==> config.mk <==
export PLATFORM = sky130hd
export DESIGN_NAME = bpred_update_ctrl
export DESIGN_NICKNAME = d
export VERILOG_FILES = /design/src/rtl/bpred_update_ctrl.sv
export SDC_FILE = /design/constraint.sdc
export NUM_CORES = 1
export LEC_CHECK = 0
export ABC_CLOCK_PERIOD_IN_PS = 3500
export CAP_MARGIN = 20
export CELL_PAD_IN_SITES_DETAIL_PLACEMENT = 0
export CELL_PAD_IN_SITES_GLOBAL_PLACEMENT = 1
export CORE_MARGIN = 4
export CORE_UTILIZATION = 35
export CTS_BUF_LIST = sky130_fd_sc_hd__clkbuf_8
export CTS_CLUSTER_DIAMETER = 60
export CTS_CLUSTER_SIZE = 28
export DETAILED_ROUTE_END_ITERATION = 7
export PLACE_DENSITY_LB_ADDON = 0.25
export SLEW_MARGIN = 20
export SYNTH_ARGS = -nofsm -noshare
export SYNTH_HDL_FRONTEND = slang
export SYNTH_SLANG_ARGS = --single-unit
==> constraint.sdc <==
create_clock -name clk -period 3.5 [get_ports clk]
set_clock_uncertainty 0.15 [all_clocks]
set_input_delay 0.875 -clock clk [delete_from_list [all_inputs] [get_ports clk]]
set_output_delay 0.875 -clock clk [all_outputs]
set_load 0.01 [all_outputs]
==> src/rtl/bpred_update_ctrl.sv <==
// -----------------------------------------------------------------------------
// bpred_update_ctrl
// Update sequencer for the bimodal branch predictor's 2-bit counter table.
// Resolved-branch updates from decode are buffered in a small FIFO. They are
// drained one per cycle as read-modify-write saturating counter updates. After
// reset or a clr_req pulse the whole table is first walked and written with
// INIT_VAL. This block owns the table's only write port. The fetch-side read
// port is not touched here.
//
// Ports
//   clk, reset   clock, synchronous active-high reset
//   upd_valid    decode offers an update (upd_pc index bits, upd_taken)
//   upd_ready    update accepted when upd_valid & upd_ready
//   clr_req      one-cycle pulse: flush queue and re-initialise the table
//   tbl_wstall   table write port unavailable this cycle
//   tbl_ridx     RMW read index (FIFO head), tbl_rdata comes back same cycle
//   tbl_we/widx/wdata  table write port, captured at the next posedge
//   init_busy    initialisation walk in progress
//   upd_count    number of updates committed to the table (wraps)
// -----------------------------------------------------------------------------
module bpred_update_ctrl #(
  parameter int unsigned INDEX_SIZE = 10,
  parameter int unsigned FIFO_DEPTH = 4,
  parameter logic [1:0]  INIT_VAL   = 2'b10,
  parameter int unsigned CNT_W      = 16
) (
  input  logic                  clk,
  input  logic                  reset,
  input  logic                  upd_valid,
  output logic                  upd_ready,
  input  logic [31:0]           upd_pc,
  input  logic                  upd_taken,
  input  logic                  clr_req,
  input  logic                  tbl_wstall,
  output logic [INDEX_SIZE-1:0] tbl_ridx,
  input  logic [1:0]            tbl_rdata,
  output logic                  tbl_we,
  output logic [INDEX_SIZE-1:0] tbl_widx,
  output logic [1:0]            tbl_wdata,
  output logic                  init_busy,
  output logic [CNT_W-1:0]      upd_count
);

  localparam int unsigned PW = (FIFO_DEPTH > 1) ? $clog2(FIFO_DEPTH) : 1;
  localparam logic [PW:0] FULL_CNT = (PW+1)'(FIFO_DEPTH);
  localparam logic [INDEX_SIZE-1:0] LAST_IDX = '1;

  typedef enum logic {S_INIT, S_RUN} state_e;

  state_e                state_q, state_d;
  logic [INDEX_SIZE-1:0] walk_q, walk_d;
  logic [PW-1:0]         wr_ptr_q, wr_ptr_d;
  logic [PW-1:0]         rd_ptr_q, rd_ptr_d;
  logic [PW:0]           fill_q, fill_d;
  logic [CNT_W-1:0]      upd_cnt_q, upd_cnt_d;

  logic [INDEX_SIZE-1:0] fifo_idx_q [FIFO_DEPTH];
  logic                  fifo_tk_q  [FIFO_DEPTH];

  logic                  full, empty, push, drain, head_tk;
  logic [INDEX_SIZE-1:0] head_idx;
  logic                  unused_pc_bits;

  // Only the low index bits of the pc address the table.
  assign unused_pc_bits = ^upd_pc[31:INDEX_SIZE];

  assign full     = (fill_q == FULL_CNT);
  assign empty    = (fill_q == '0);
  assign head_idx = fifo_idx_q[rd_ptr_q];
  assign head_tk  = fifo_tk_q[rd_ptr_q];
  assign tbl_ridx = head_idx;

  // Readiness looks only at the current fill level. A pop in the same cycle
  // never frees a slot for a push into a full queue.
  assign upd_ready = !reset && (state_q == S_RUN) && !full && !clr_req;
  assign push      = upd_valid && upd_ready;
  assign drain     = !reset && (state_q == S_RUN) && !empty && !tbl_wstall;
  assign init_busy = reset || (state_q == S_INIT);
  assign upd_count = upd_cnt_q;

  // Write port: the init walk writes INIT_VAL. In RUN, the head entry's
  // counter is saturated up or down. The read data comes straight from the
  // table, so back-to-back updates to one index see the previous write.
  always_comb begin
    tbl_we    = 1'b0;
    tbl_widx  = walk_q;
    tbl_wdata = INIT_VAL;
    if (!reset) begin
      if (state_q == S_INIT) begin
        tbl_we = !tbl_wstall;
      end else begin
        tbl_we   = drain;
        tbl_widx = head_idx;
        if (head_tk) tbl_wdata = (tbl_rdata == 2'd3) ? 2'd3 : tbl_rdata + 2'd1;
        else         tbl_wdata = (tbl_rdata == 2'd0) ? 2'd0 : tbl_rdata - 2'd1;
      end
    end
  end

  // Next-state logic. clr_req takes priority and flushes the queue. A drain
  // write in that same cycle still reaches the table but is not counted.
  always_comb begin
    state_d   = state_q;
    walk_d    = walk_q;
    wr_ptr_d  = wr_ptr_q;
    rd_ptr_d  = rd_ptr_q;
    fill_d    = fill_q;
    upd_cnt_d = upd_cnt_q;
    if (clr_req) begin
      state_d  = S_INIT;
      walk_d   = '0;
      wr_ptr_d = '0;
      rd_ptr_d = '0;
      fill_d   = '0;
    end else if (state_q == S_INIT) begin
      if (!tbl_wstall) begin
        walk_d = walk_q + 1'b1;
        if (walk_q == LAST_IDX) state_d = S_RUN;
      end
    end else begin
      if (push) wr_ptr_d = wr_ptr_q + 1'b1;
      if (drain) begin
        rd_ptr_d  = rd_ptr_q + 1'b1;
        upd_cnt_d = upd_cnt_q + 1'b1;
      end
      case ({push, drain})
        2'b10:   fill_d = fill_q + 1'b1;
        2'b01:   fill_d = fill_q - 1'b1;
        default: fill_d = fill_q;
      endcase
    end
  end

  // Control state, with synchronous reset.
  always_ff @(posedge clk) begin
    if (reset) begin
      state_q   <= S_INIT;
      walk_q    <= '0;
      wr_ptr_q  <= '0;
      rd_ptr_q  <= '0;
      fill_q    <= '0;
      upd_cnt_q <= '0;
    end else begin
      state_q   <= state_d;
      walk_q    <= walk_d;
      wr_ptr_q  <= wr_ptr_d;
      rd_ptr_q  <= rd_ptr_d;
      fill_q    <= fill_d;
      upd_cnt_q <= upd_cnt_d;
    end
  end

  // Queue storage needs no reset: an entry is only read after it is written.
  always_ff @(posedge clk) begin
    if (push) begin
      fifo_idx_q[wr_ptr_q] <= upd_pc[INDEX_SIZE-1:0];
      fifo_tk_q[wr_ptr_q]  <= upd_taken;
    end
  end

endmodule
==> reports/results.ini <==
[status]
outcome=complete, no violations

[synthesis]
synth_xor_area_frac=0.0532
syn_nets=339
main_combinational_cell_family_by_area_after_synthesis=simple AND/OR/NAND/NOR gates
synth_seq_cells=80
synth_fa_ha_area_frac=0.0311
synth-compound-area-share=0.0449
synthesis.instances=291
synth_simple_gate_area_share=0.178
count_of_distinct_cell_types_in_the_synthesized_netlist=40
yosys_warnings=0
syn-cell-area_mm2=0.00346
multiplexer_fraction_of_the_synthesized_cell_area=0.0774
synth.avg_cell_area_um2=11.9
synth_sequential_area_ratio=0.590

[sta]
maxSlewViolCount=0
fin_worst_hold_slack_ps=340
rsz0062_at_grt=no
worstMarginPinSlew_ps=574
timing.final.crit_period_ps=3390
max_slew_margin=0.615
period_share=0.969
max_clock_freq_mhz=295
timing_hold_violations_final=0
finalSetupViolCount=0

[worst_setup_path]
kind_of_start_point_of_the_critical_path=primary input
worstPathMaxFanout=11
data_arrival_critical_path_ps=2370
critical_path_endpoint=tbl_widx[9]
timing.setup.critical_path_class=primary input to primary output
worst-endpoint-required_ps=2470
reg2reg_from=state_q$_SDFF_PP0_
r2r_path_end=fill_q[1]$_SDFFE_PP0P_
worst_setup_path_startpoint=reset
cp-end-kind=primary output
rr_worst_depth=10
worst_reg_to_reg_setup_slack_ps=930

[grt]
grt_antenna_before_repair=0
globalRouteOverflowTotal=0
pin_count_of_the_biggest_net_entering_global_routing=22
grt_first_pass_wirelength_um=11900
global_route.usage.total=0.134
grt_pass1_vias=2356

[placed_design]
dp_hpwl_um=5210
routabilityCongestion=0.748
placed_cells=490
placement.io_buffers=58

[routing]
final_routed_wire_length_divided_by_cell_count_um=14.5
post_detailed_route_via_to_cell_ratio=4.73
ant_nets=0
post-route-drc-count=0
route.final.wire_length_um=7330
routed-via-count=2396
detail_route.first_pass.iterations=4
first_iter_violations=54

[finish]
most-common-layout-cells=sky130_fd_sc_hd__clkdlybuf4s50_1 (55), sky130_fd_sc_hd__edfxtp_1 (44), sky130_fd_sc_hd__nand2_1 (41), sky130_fd_sc_hd__dfxtp_1 (36), sky130_fd_sc_hd__nor2_1 (28)
area_growth_syn_to_layout_pct=31.0
antenna-diode-count=0
final_cells=507
finish.net_count=417
utilization=0.468
final_layout_size_suffix_gt1_frac=0.152
layout_commonest_cell=sky130_fd_sc_hd__clkdlybuf4s50_1

[power_and_ir_drop]
power_per_cell_area_mw_per_mm2=387
total_leakage_power_uw=0.00153
vdd_drop_max_uv=255

[floorplanning]
core_area_mm2=0.00968
die_area_mm2=0.0115
dieWidth_um=107
floorplan.initialDensity=0.357
die_height_um=107
io_pins=81
fp-row-count=36

[cts]
ctsLongestPathBuffers=2
clk_root_buffer_cell=sky130_fd_sc_hd__clkbuf_8
numClockSinks=80
cts_tree=done
clock_latency_ps=360
total_cts_buffers=9
cts_clk_pin_slew_worst_paths_ps=90
h-tree-depth=3

[flow_run]
max_cap_violations=0

[worst_hold_path]
min-delay-path-class=register to register

## layout make-up
class | instances | area (um2)
timing repair buffer | 77 | 739
sequential | 80 | 2040
clock buffer | 9 | 124
clock inverter | 7 | 83.8
multi-input combinational | 189 | 1330
inverter | 12 | 45.0
tap | 133 | 166
fill | 904 | 5150
## layer usage
layer | vias up | wire (um) | global-route usage
met3 | 5 | 285 | 0.0444
li1 | 1206 | - | -
met4 | 0 | 74 | 0.0325
met5 | - | 0 | 0
met1 | 1141 | 3390 | 0.172
met2 | 44 | 3580 | 0.220
## synthesized netlist by cell type
cell                         n  area (um2)
sky130_fd_sc_hd__a2111oi_2   1        15.0
sky130_fd_sc_hd__a211oi_1    3        22.5
sky130_fd_sc_hd__a21oi_1    12        60.1
sky130_fd_sc_hd__and2_1      4        25.0
sky130_fd_sc_hd__and4_1      2        17.5
sky130_fd_sc_hd__and4bb_2    2        25.0
sky130_fd_sc_hd__buf_1       1        3.75
sky130_fd_sc_hd__buf_2       1        5.00
sky130_fd_sc_hd__buf_4       1        7.51
sky130_fd_sc_hd__clkbuf_1    7        26.3
sky130_fd_sc_hd__dfxtp_1    36         721
sky130_fd_sc_hd__edfxtp_1   44        1320
sky130_fd_sc_hd__fa_1        1        20.0
sky130_fd_sc_hd__ha_1        7        87.6
sky130_fd_sc_hd__inv_1      12        45.0
sky130_fd_sc_hd__mux2i_1     2        20.0
sky130_fd_sc_hd__mux4_2     11         248
sky130_fd_sc_hd__nand2_1    41         154
sky130_fd_sc_hd__nand2b_1    1        6.26
sky130_fd_sc_hd__nand3_1    11        55.1
sky130_fd_sc_hd__nand4_1     5        31.3
sky130_fd_sc_hd__nand4b_1    3        26.3
sky130_fd_sc_hd__nor2_1     29         109
sky130_fd_sc_hd__nor2b_1     1        6.26
sky130_fd_sc_hd__nor3_1      2        10.0
sky130_fd_sc_hd__nor3_2      1        10.0
sky130_fd_sc_hd__nor3b_1     1        7.51
sky130_fd_sc_hd__nor4_1      2        12.5
sky130_fd_sc_hd__nor4b_1     2        17.5
sky130_fd_sc_hd__o21ai_0    10        50.1
sky130_fd_sc_hd__o31ai_1     1        7.51
sky130_fd_sc_hd__or2_2       1        6.26
sky130_fd_sc_hd__or3_1       7        43.8
sky130_fd_sc_hd__or3b_2      1        8.76
sky130_fd_sc_hd__or4_1       1        7.51
sky130_fd_sc_hd__or4_4       1        11.3
sky130_fd_sc_hd__or4b_2      1        10.0
sky130_fd_sc_hd__or4b_4      1        13.8
sky130_fd_sc_hd__xnor2_1    11        96.3
sky130_fd_sc_hd__xor2_1     10        87.6
## critical path, stage by stage
cell	delay, ps
sky130_fd_sc_hd__clkdlybuf4s50_1	510
sky130_fd_sc_hd__nor2_2	70
sky130_fd_sc_hd__inv_2	100
sky130_fd_sc_hd__buf_12	130
sky130_fd_sc_hd__nand2_1	60
sky130_fd_sc_hd__nand2_1	80
sky130_fd_sc_hd__clkdlybuf4s50_1	530
## metrics by stage
stage               total power (uW)  setup TNS (ps)  cell area (um2)  setup slack [ps]
floorplan                       1020               0             3460               568
global placement                1060            -283             4310             -61.2
detailed placement              1060            -148             4310             -42.2
CTS                             1780               0             4520              32.2
global route                    1820               0             4530              9.25
finish                          1760               0             4530               107
## worst min path at each step
| stage | startpoint | to | slack (ps) | depth (start not counted) |
|---|---|---|---|---|
| 3_3_place_gp | upd_count[15]$_SDFFE_PP0P_ | upd_count[15]$_SDFFE_PP0P_ | 320 | 2 |
| 6_report | upd_count[15]$_SDFFE_PP0P_ | upd_count[15]$_SDFFE_PP0P_ | 340 | 2 |
| 3_5_place_dp | upd_count[15]$_SDFFE_PP0P_ | upd_count[15]$_SDFFE_PP0P_ | 330 | 2 |
| 2_1_floorplan | walk_q[9]$_SDFFE_PP0P_ | walk_q[9]$_SDFFE_PP0P_ | 320 | 2 |
| 4_1_cts | upd_count[15]$_SDFFE_PP0P_ | upd_count[15]$_SDFFE_PP0P_ | 350 | 2 |
| 5_1_grt | upd_count[11]$_SDFFE_PP0P_ | upd_count[11]$_SDFFE_PP0P_ | 380 | 2 |
## where the power goes
group | switching (uW) | internal [uW]
sequential | 0.867 | 988
combinational | 22.7 | 24.4
clock | 376 | 343
## registers in the layout, summed over array words and instances, names as in the netlist, named ones only
| register | count |
|---|---|
| walk_q | 10 |
| fifo_tk_q | 4 |
| rd_ptr_q | 2 |
| upd_count | 16 |
| fifo_idx_q | 40 |
| fill_q | 3 |
| wr_ptr_q | 2 |
| state_q | 1 |
## cell families (layout without fill, tap and decap cells)
group	count (synthesis)	count (layout)
simple gates	120	120
flops	80	80
mux	13	13
compound gates	27	27
buf+inv	22	105
xor+xnor	21	21
fa+ha+maj	8	8
## what timing repair did
item | in CTS | in global routing
resized for setup | 2 | 3
setup endpoints to repair | 12 | 10
buffers inserted | 0 | 1
hold buffers | 0 | 0
(Power assumes the default switching activity.)
